<file path="src/rtl/dmsc_pkg.sv">
`default_nettype none
// ============================================================================
// Module   : dmsc_pkg
// Purpose  : Shared types and constants for the demosaic window controller:
//            Bayer pixel-type codes, FSM state encoding, border-flag bit
//            positions and a pixel-type helper for an RGGB mosaic.
// Revision : 1.0 - initial release
// ============================================================================
package dmsc_pkg;

    localparam logic [1:0] PT_R = 2'b00;
    localparam logic [1:0] PT_G = 2'b01;
    localparam logic [1:0] PT_B = 2'b10;

    typedef enum logic [1:0] {
        IDLE  = 2'd0,
        PRIME = 2'd1,
        RUN   = 2'd2,
        FLUSH = 2'd3
    } dmsc_state_t;

    // Bit positions inside the {top, bottom, left, right} border vector
    localparam int BRD_TOP   = 3;
    localparam int BRD_BOT   = 2;
    localparam int BRD_LEFT  = 1;
    localparam int BRD_RIGHT = 0;

    // RGGB: even row/even col is R, odd/odd is B, the two mixed sites are G
    function automatic logic [1:0] pix_type(input logic y0, input logic x0);
        logic [1:0] t;
        case ({y0, x0})
            2'b00:   t = PT_R;
            2'b11:   t = PT_B;
            default: t = PT_G;
        endcase
        return t;
    endfunction

endpackage
`default_nettype wire

</file>
<file path="src/rtl/dmsc_xy_wrap.sv">
`default_nettype none
// ============================================================================
// Module   : dmsc_xy_wrap
// Purpose  : Raster x/y counter. x wraps at IMG_W-1 and carries into y,
//            y wraps at IMG_H-1.
// Ports    : clk, rst (async, active high)
//            clr_i  - return to (0,0); combined with en_i the result is the
//                     step after (0,0)
//            en_i   - advance one position
//            x_o/y_o- current position
// Revision : 1.0 - initial release
// ============================================================================
module dmsc_xy_wrap #(
    parameter int X_WIDTH = 12,
    parameter int Y_WIDTH = 12,
    parameter int IMG_W   = 1920,
    parameter int IMG_H   = 1080
) (
    input  logic               clk,
    input  logic               rst,
    input  logic               clr_i,
    input  logic               en_i,
    output logic [X_WIDTH-1:0] x_o,
    output logic [Y_WIDTH-1:0] y_o
);

    localparam logic [X_WIDTH-1:0] C_X_LAST = X_WIDTH'(IMG_W - 1);
    localparam logic [Y_WIDTH-1:0] C_Y_LAST = Y_WIDTH'(IMG_H - 1);

    logic [X_WIDTH-1:0] x_q, x_d;
    logic [Y_WIDTH-1:0] y_q, y_d;

    always_comb begin
        x_d = clr_i ? '0 : x_q;
        y_d = clr_i ? '0 : y_q;
        if (en_i) begin
            if (x_d == C_X_LAST) begin
                x_d = '0;
                y_d = (y_d == C_Y_LAST) ? '0 : y_d + 1'b1;
            end else begin
                x_d = x_d + 1'b1;
            end
        end
    end

    always_ff @(posedge clk or posedge rst) begin
        if (rst) begin
            x_q <= '0;
            y_q <= '0;
        end else begin
            x_q <= x_d;
            y_q <= y_d;
        end
    end

    assign x_o = x_q;
    assign y_o = y_q;

endmodule
`default_nettype wire

</file>
<file path="src/rtl/dmsc_window_ctrl.sv">
`default_nettype none
// ============================================================================
// Module   : dmsc_window_ctrl
// Purpose  : Frame sequencer for the demosaic 3x3 window pipeline. Accepts
//            a Bayer stream, drives the advance strobe (adv/pad/lb_addr) and
//            emits a registered window sideband (center x/y, type, border).
// Ports    : s_valid/s_ready/s_sof/s_eol - pixel input handshake
//            adv/pad/lb_addr             - combinational advance strobe
//            win_valid/win_ready/win_*   - registered window sideband
//            busy, err_sync              - status
// Config   : DMSC_BORDER_REPLICATE_EN - when defined every center is emitted
//            with border flags; otherwise only interior centers are emitted
//            and win_border is 0.
// Revision : 1.0 - initial release
// ============================================================================
module dmsc_window_ctrl
    import dmsc_pkg::*;
#(
    parameter int X_WIDTH = 12,
    parameter int Y_WIDTH = 12,
    parameter int IMG_W   = 1920,
    parameter int IMG_H   = 1080
) (
    input  logic               clk,
    input  logic               rst,
    input  logic               s_valid,
    output logic               s_ready,
    input  logic               s_sof,
    input  logic               s_eol,
    output logic               adv,
    output logic               pad,
    output logic [X_WIDTH-1:0] lb_addr,
    output logic               win_valid,
    input  logic               win_ready,
    output logic [X_WIDTH-1:0] win_x,
    output logic [Y_WIDTH-1:0] win_y,
    output logic [1:0]         win_type,
    output logic [3:0]         win_border,
    output logic               busy,
    output logic               err_sync
);

    localparam logic [X_WIDTH-1:0] C_X_LAST = X_WIDTH'(IMG_W - 1);
    localparam logic [Y_WIDTH-1:0] C_Y_LAST = Y_WIDTH'(IMG_H - 1);

    dmsc_state_t        state_q, state_d;
    logic               win_valid_q, win_valid_d;
    logic [X_WIDTH-1:0] win_x_q, win_x_d;
    logic [Y_WIDTH-1:0] win_y_q, win_y_d;
    logic [1:0]         win_type_q, win_type_d;
    logic [3:0]         win_border_q, win_border_d;
    logic               err_q, err_d;

    logic [X_WIDTH-1:0] in_x, c_x;
    logic [Y_WIDTH-1:0] in_y, c_y;

    logic step_ok, acc, sof_acc, pix_adv, win_gen, win_emit, eol_bad;
    logic [3:0] border_now;

    // Input coordinates step on every advance, including padding, so that
    // lb_addr keeps wrapping through the flush.
    dmsc_xy_wrap #(.X_WIDTH(X_WIDTH), .Y_WIDTH(Y_WIDTH), .IMG_W(IMG_W), .IMG_H(IMG_H))
    u_in_xy (
        .clk   (clk),
        .rst   (rst),
        .clr_i (sof_acc),
        .en_i  (adv),
        .x_o   (in_x),
        .y_o   (in_y)
    );

    dmsc_xy_wrap #(.X_WIDTH(X_WIDTH), .Y_WIDTH(Y_WIDTH), .IMG_W(IMG_W), .IMG_H(IMG_H))
    u_c_xy (
        .clk   (clk),
        .rst   (rst),
        .clr_i (sof_acc),
        .en_i  (win_gen),
        .x_o   (c_x),
        .y_o   (c_y)
    );

    always_comb begin
        step_ok = !win_valid_q || win_ready;
        s_ready = !rst && (state_q != FLUSH) && step_ok;
        acc     = s_valid && s_ready;
        sof_acc = acc && s_sof;
        // In IDLE only a start-of-frame pixel enters the pipe; others are dropped
        pix_adv = acc && ((state_q != IDLE) || s_sof);
        pad     = (state_q == FLUSH) && step_ok;
        adv     = pix_adv || pad;
        // A start-of-frame pixel is always column 0, even when it aborts a frame
        lb_addr = sof_acc ? '0 : in_x;
        eol_bad = pix_adv && (s_eol != (lb_addr == C_X_LAST));
        win_gen = adv && !sof_acc && ((state_q == RUN) || (state_q == FLUSH));

        border_now             = '0;
        border_now[BRD_TOP]    = (c_y == '0);
        border_now[BRD_BOT]    = (c_y == C_Y_LAST);
        border_now[BRD_LEFT]   = (c_x == '0);
        border_now[BRD_RIGHT]  = (c_x == C_X_LAST);
`ifdef DMSC_BORDER_REPLICATE_EN
        win_emit = win_gen;
`else
        win_emit = win_gen && (border_now == 4'b0000);
`endif
    end

    // Next state
    always_comb begin
        state_d = state_q;
        case (state_q)
            IDLE:    if (sof_acc) state_d = PRIME;
            PRIME: begin
                if (sof_acc)
                    state_d = PRIME;
                // Advance IMG_W (0-based) is pixel (0,1): last priming step
                else if (pix_adv && (in_x == '0) && (in_y == Y_WIDTH'(1)))
                    state_d = RUN;
            end
            RUN: begin
                if (sof_acc)
                    state_d = PRIME;
                else if (pix_adv && (in_x == C_X_LAST) && (in_y == C_Y_LAST))
                    state_d = FLUSH;
            end
            FLUSH:   if (pad && (c_x == C_X_LAST) && (c_y == C_Y_LAST)) state_d = IDLE;
            default: state_d = IDLE;
        endcase
    end

    // Sticky framing error and window sideband
    always_comb begin
        err_d = err_q;
        if (sof_acc && (state_q == IDLE)) err_d = 1'b0;
        if (sof_acc && (state_q != IDLE)) err_d = 1'b1;
        if (eol_bad)                      err_d = 1'b1;

        win_valid_d  = win_valid_q;
        win_x_d      = win_x_q;
        win_y_d      = win_y_q;
        win_type_d   = win_type_q;
        win_border_d = win_border_q;
        // An advance only happens when the register is free or being drained,
        // so it always overwrites; otherwise a consumed window just clears.
        if (adv)
            win_valid_d = win_emit;
        else if (win_ready)
            win_valid_d = 1'b0;
        if (win_emit) begin
            win_x_d    = c_x;
            win_y_d    = c_y;
            win_type_d = pix_type(c_y[0], c_x[0]);
`ifdef DMSC_BORDER_REPLICATE_EN
            win_border_d = border_now;
`else
            win_border_d = 4'b0000;
`endif
        end
    end

    always_ff @(posedge clk or posedge rst) begin
        if (rst) begin
            state_q      <= IDLE;
            win_valid_q  <= 1'b0;
            win_x_q      <= '0;
            win_y_q      <= '0;
            win_type_q   <= '0;
            win_border_q <= '0;
            err_q        <= 1'b0;
        end else begin
            state_q      <= state_d;
            win_valid_q  <= win_valid_d;
            win_x_q      <= win_x_d;
            win_y_q      <= win_y_d;
            win_type_q   <= win_type_d;
            win_border_q <= win_border_d;
            err_q        <= err_d;
        end
    end

    assign win_valid  = win_valid_q;
    assign win_x      = win_x_q;
    assign win_y      = win_y_q;
    assign win_type   = win_type_q;
    assign win_border = win_border_q;
    assign busy       = (state_q != IDLE);
    assign err_sync   = err_q;

endmodule
`default_nettype wire
</file>
<file path="config.mk">
export PLATFORM = sky130hd
export DESIGN_NAME = dmsc_window_ctrl
export DESIGN_NICKNAME = d
export VERILOG_FILES = /design/src/rtl/dmsc_pkg.sv /design/src/rtl/dmsc_xy_wrap.sv /design/src/rtl/dmsc_window_ctrl.sv
export SDC_FILE = /design/constraint.sdc
export NUM_CORES = 1
export LEC_CHECK = 0
export CORE_MARGIN = 4
export CORE_UTILIZATION = 45
export DETAILED_ROUTE_END_ITERATION = 8
export DONT_BUFFER_PORTS = 1
export PLACE_DENSITY = 0.62
export REMOVE_ABC_BUFFERS = 1
export SYNTH_ARGS = -nofsm -noshare
export SYNTH_HDL_FRONTEND = slang
export SYNTH_SLANG_ARGS = --single-unit
export TNS_END_PERCENT = 100
</file>
<file path="constraint.sdc">
create_clock -name clk -period 3.3 [get_ports clk]
set_clock_uncertainty 0.05 [all_clocks]
set_input_delay 0.33 -clock clk [delete_from_list [all_inputs] [get_ports clk]]
set_output_delay 0.33 -clock clk [all_outputs]
set_load 0.01 [all_outputs]
</file>
* Word level (Yosys, flattened, before mapping) *
Cells that the tools add are included.

storage, ports and cells
  flip-flop bits (word level) = 78
  logic and storage cells = 95
  input bits = 6
  output and inout port bits = 48

cells by class
  muxes and demuxes = 27
  add/sub/neg operators = 4
  reductions and logical operators = 35
  eq/ne operators = 19

operators by type and width
  kind                                                                      number
  12-bit 2-to-1 mux                                                         14
  12-bit by 11-bit equality test with 1-bit output (second input constant)  8
  12-bit by 1-bit adder with 12-bit output (second input constant)          4
  12-bit logical NOT                                                        3
  1-bit logical AND                                                         18
  12-bit by 1-bit equality test with 1-bit output (second input constant)   1
  2-bit 2-to-1 mux                                                          6
  2-bit case mux with 4 select lines                                        1
  2-bit equality test (second input constant)                               3
  1-bit 2-to-1 mux                                                          5
  2-bit logical NOT                                                         2
  4-bit logical NOT                                                         1
  1-bit logical OR                                                          4
  2-bit inequality test (second input constant)                             2
  2-bit case mux with 2 select lines                                        1
  4-bit AND reduction                                                       1
  2-bit nonzero test                                                        2
  1-bit logical NOT                                                         3
  3-bit by 2-bit inequality test with 1-bit output (second input constant)  1
  3-bit inequality test (second input constant)                             1
  3-bit nonzero test                                                        1
  2-bit by 1-bit equality test with 1-bit output (second input constant)    1
  2-bit by 1-bit inequality test with 1-bit output (second input constant)  1
  1-bit inequality test                                                     1

* Depth between registers and ports, before layout *
  depth in word-level cells = 10
  mapped depth = 13
  depth with buffers taken out = 10

* By module *
Synthesis repeated with hierarchy kept, for this count alone.

unflattened totals
  cells, all modules = 447
  area, all modules = 4518.1 um2

modules (own cells, without submodules)
  module                   cells an instance  area an instance (um2)  seq. area each (um2)  times used
  dmsc_window_ctrl         144                1675.4                  750.7                 1
  dmsc_xy_wrap at u_in_xy  156                1432.6                  600.6                 1
  dmsc_xy_wrap at u_c_xy   147                1410.1                  600.6                 1

* Worst setup path before layout *
Ideal clock, no wire load.

  path kind = input to register
  from = in win_ready
  to = reg u_in_xy.y_q[10], in the netlist u_in_xy.y_o[10]
  required time = 3.167 ns
  cell stages on the path = 12
  arrival = 2.950 ns
  setup time = 0.083 ns
  path slack = 0.217 ns
  cell sequence = nand2b_1 > clkbuf_1 > nand4_1 > clkbuf_1 > and2_1 > ha_1 > nor3b_1 > nand4_1 > nor4_1 > nand4_1 > or3_1 > o21ai_0

RTL lines
  what                                              RTL line                source
  start, declared                                   dmsc_window_ctrl.sv:34  input logic win_ready,
  1-bit logical OR                                  dmsc_window_ctrl.sv:83  step_ok = !win_valid_q || win_ready;
  1-bit logical AND                                 dmsc_window_ctrl.sv:84  s_ready = !rst && (state_q != FLUSH) && step_ok;
  1-bit logical AND                                 dmsc_window_ctrl.sv:85  acc = s_valid && s_ready;
  1-bit logical AND                                 dmsc_window_ctrl.sv:86  sof_acc = acc && s_sof;
  12-bit 2-to-1 mux                                 --
  named net lb_addr[1]                              dmsc_window_ctrl.sv:32  output logic [X_WIDTH-1:0] lb_addr,
  12-bit by 11-bit equality test with 1-bit output  dmsc_xy_wrap.sv:37      if (x_d == C_X_LAST) begin
  12-bit 2-to-1 mux                                 dmsc_xy_wrap.sv:37
  12-bit 2-to-1 mux                                 dmsc_xy_wrap.sv:36      if (en_i) begin
  named net u_in_xy.y_d[10]                         dmsc_xy_wrap.sv:31      logic [Y_WIDTH-1:0] y_q, y_d;
  end signal, assigned                              dmsc_xy_wrap.sv:52      y_q <= y_d;
  end, declared                                     dmsc_xy_wrap.sv:31

The timed path passes the listed nets, and every way through them passes these cells.
A chain may end at the register's enable or synchronous reset.

* Worst setup path in the final report *
  from = reg state_q[1]
  to = reg u_c_xy.y_q[4], in the netlist u_c_xy.y_o[4]

on the way
  longest elaborated chain between the ends = 10

ends and longest elaborated chain
  what                                                                                                                 RTL line                 source
  start, declared                                                                                                      dmsc_window_ctrl.sv:46   dmsc_state_t state_q, state_d;
  start signal, assigned                                                                                               dmsc_window_ctrl.sv:171  state_q <= state_d;
  2-bit inequality test                                                                                                dmsc_window_ctrl.sv:84
  1-bit logical AND (2 in a row)                                                                                       dmsc_window_ctrl.sv:84
  1-bit logical AND                                                                                                    dmsc_window_ctrl.sv:85
  1-bit logical AND                                                                                                    dmsc_window_ctrl.sv:86
  12-bit 2-to-1 mux                                                                                                    dmsc_xy_wrap.sv:35       y_d = clr_i ? '0 : y_q;
  12-bit by 1-bit adder with 12-bit output / 12-bit by 11-bit equality test with 1-bit output (equally long branches)  dmsc_xy_wrap.sv:39       y_d = (y_d == C_Y_LAST) ? '0 : y_d + 1'b1;
  12-bit 2-to-1 mux                                                                                                    dmsc_xy_wrap.sv:39
  12-bit 2-to-1 mux                                                                                                    dmsc_xy_wrap.sv:37
  12-bit 2-to-1 mux *                                                                                                  dmsc_xy_wrap.sv:36
  named net u_c_xy.y_d[4]                                                                                              dmsc_xy_wrap.sv:31
  end signal, assigned                                                                                                 dmsc_xy_wrap.sv:52
  end, declared                                                                                                        dmsc_xy_wrap.sv:31

Mark *: on every way through the listed nets, which the timed path passes. The rest lies on a longest branch.

==> summary.md <==
| Metric | Value |
|---|---|
| Critical Path RT | `3.53 ns` |
| RSZ-0062 raised after global routing | `no` |
| Commonest cells after routing, fill and taps aside | `dfrtp_1 (78), nor2_1 (47), nand2_1 (37), o21ai_0 (28)` |
| First-pass GRT wire length | `17.42 mm` |
| Clk sinks | `78` |
| Hold Path Origin | `s_eol` |
| Setup WS post-layout | `0.3529 ns` |
| Slew @ Worst Pin | `0.7670 ns` |
| Starting Density | `0.4616` |
| CP endpoint kind | `flop` |
| Setup slack, reg-to-reg | `0.35 ns` |
| CP max FO | `34` |
| Commonest non-fill, non-tap cell in the layout | `dfrtp_1` |
| # DRC | `0` |
| Die width | `105.4 um` |
| H-tree Lvls | `3` |
| Synth Cell Area | `4265 um^2` |
| Maxcap violations | `0` |
| Clk buf depth | `2` |
| Reg2Reg Depth | `10` |
| Total gr overflow | `0` |
| Vias in the first global route | `3326` |
| Post-cts sizing count | `0` |
| Largest net degree at the start of global routing | `40` |
| ANT cells | `0` |
| R2r endpoint | `u_c_xy.y_o[4]$_DFF_PP0_` |
| Mean Syn Cell Area | `9.272 um^2` |
| Synthesis-stage register bit count | `78` |
| TritonRoute pass-1 iters | `5` |
| Post-route ant nets | `0` |
| Hold Path Stages | `2` |
| 1st-iter DRT viols | `212` |
| Final period utilization | `0.8931` |
| Share of layout cells above drive strength 1 | `0.1543` |
| Normalized max-slew margin | `0.4840` |
| CP startpoint kind | `flop` |
| Main synth FF type | `dfrtp_1` |
| CORE AREA | `9240 um^2` |
| Clock latency on the worst-skew pair | `0.36 ns` |
| RR Startpoint | `state_q[1]$_DFFE_PP0P_` |
| Worst hold slack | `0.1222 ns` |
| Pre-CTS setup slack | `0.3802 ns` |
| Vias per cell | `5.914` |
| DR vias | `3560` |
| Avg WL per Cell | `17.16 um` |
| Hold worst-path end | `err_sync$_DFFE_PP0P_` |
| Status | `completed` |
| Die Area | `11100 um^2` |
| GPL Wtd Cong | `0.9234` |
| Die Height | `105.4 um` |
| Final min period | `2.947 ns` |
| Worst-path clk slew | `0.09 ns` |
| Util after Layout | `0.5052` |
| Leak | `0.002066 uW` |
| Total CTS buffers | `9` |
| Yosys cell types | `57` |
| Post-DP HPWL | `7.400 mm` |
| EDFF count, synth | `0` |
| Num ports | `54` |
| Post-CTS Repair Setup Buffers | `0` |
| Final Hold Violating Endpoints | `0` |
| Root Driver | `clkbuf_8` |
| Post-route setup TNS | `0 ns` |
| CTS Hold Bufs | `1` |
| Area grow syn2layout | `9.446%` |
| Max Slew Vio Count | `0` |
| Fill count | `872` |
| Setup Crit Path Kind | `reg -> reg` |
| Final nets | `479` |
| Power Density | `522.0 nW/um^2` |
| Peak VDD IR | `0.0002431 V` |
| Post-synthesis sequential area ratio | `0.4576` |
| PortBufs | `0` |
| Final setup vio count | `0` |
| CTS tree | `built` |
| Final wirelength | `10.33 mm` |
| Row count | `35` |
| Post-Synthesis Cells | `460` |
| Fraction of registers with async set/reset | `1.000` |
| Gr usage total | `0.1946` |
| Fmax | `0.3393 GHz` |
| Number of antenna violations at the first check in global routing | `0` |
| Worst path arrival time | `3.18 ns` |
| YS warnings | `0` |
| Hold WC Path Type | `in -> reg` |
[cell usage after synthesis, types with 6 or more instances]
library cell | count | share of area
dfrtp_1 | 78 | 0.46
a21oi_1 | 26 | 0.031
clkbuf_1 | 12 | 0.011
nor3_1 | 9 | 0.011
nand4_1 | 18 | 0.026
inv_1 | 9 | 0.0079
xor2_1 | 11 | 0.023
and2_1 | 18 | 0.026
nand2_1 | 37 | 0.033
mux2_2 | 26 | 0.069
nand3_1 | 26 | 0.031
o21ai_0 | 28 | 0.033
nor4_1 | 14 | 0.021
and3_1 | 10 | 0.015
nor2_1 | 47 | 0.041
or3_1 | 6 | 0.0088
[stage by stage]
step / instances / total power [uW] / instance area, um^2
after floorplan: 438 / 1526 / 4156
after global placement: 585 / 1754 / 4472
after detailed placement: 585 / 1758 / 4472
after CTS: 602 / 2459 / 4668
after global routing: 602 / 2590 / 4668
final: 602 / 2437 / 4668
[routing by layer]
| layer | global-route usage | part of all wire |
|---|---|---|
| met5 | 0 | 0 |
| met4 | 0.07498 | 0.017 |
| met3 | 0.03674 | 0.050 |
| met2 | 0.3069 | 0.48 |
| met1 | 0.2654 | 0.46 |
[sequential cells by signal (all words and copies together) (netlist names)]
register	flops
err_sync	1
state_q	2
u_c_xy.x_o	12
u_c_xy.y_o	12
u_in_xy.x_o	12
u_in_xy.y_o	12
win_type	2
win_valid	1
win_x	12
win_y	12
[worst max-delay path: stages, from the launching register on]
cell	delay, ns
dfrtp_1	0.46
nand2_1	0.10
nand4_1	0.20
buf_12	0.23
and2_1	0.15
ha_1	0.16
nand3_1	0.18
or4_4	0.53
or2_4	0.29
or3b_1	0.35
a21oi_1	0.16
[cell type report]
type,count,area (um^2),area share
Clock buffer,9,123.9,0.02653
Clock inverter,7,62.56,0.01340
Inverter,9,35.03,0.007505
Multi-Input combinational cell,351,2176,0.4661
Sequential cell,78,1952,0.4181
Tap cell,129,161.4,0.03458
Timing Repair Buffer,19,157.7,0.03377
[logic make-up (layout without fill, tap and decap cells)]
family,after synthesis,count (layout),synth area share
AND/OR/NAND/NOR,221,221,0.2810
AO/OA/AOI/OAI,80,80,0.1097
flip-flops,78,78,0.4576
buffers and inverters,34,44,0.03608
multiplexers,28,28,0.07334
XOR/XNOR,13,13,0.02669
adder cells (fa/ha/maj),5,5,0.01467
other,1,4,0.0008792
[how the worst max path moves through the flow]
stage | startpoint | to | slack [ns] | cells past startpoint
6_report | state_q[1]$_DFFE_PP0P_ | u_c_xy.y_o[4]$_DFF_PP0_ | 0.35 | 10
5_1_grt | state_q[1]$_DFFE_PP0P_ | u_in_xy.y_o[10]$_DFF_PP0_ | 0.04 | 10
4_1_cts | win_valid$_DFFE_PP0P_ | u_c_xy.y_o[3]$_DFF_PP0_ | 0.34 | 10
3_5_place_dp | win_valid$_DFFE_PP0P_ | u_c_xy.y_o[3]$_DFF_PP0_ | 0.38 | 10
3_3_place_gp | win_valid$_DFFE_PP0P_ | u_c_xy.y_o[5]$_DFF_PP0_ | 0.43 | 10
2_1_floorplan | win_valid$_DFFE_PP0P_ | win_type[0]$_DFFE_PP0P_ | 0.003 | 4
[power breakdown]
part | switching [uW] | total [uW] | internal (uW) | leakage, uW
registers | 117 | 1150 | 1030 | 0.00107
clock network | 403 | 694 | 291 | 0.0000931
logic | 375 | 594 | 219 | 0.000901
(Power assumes the default switching activity.)
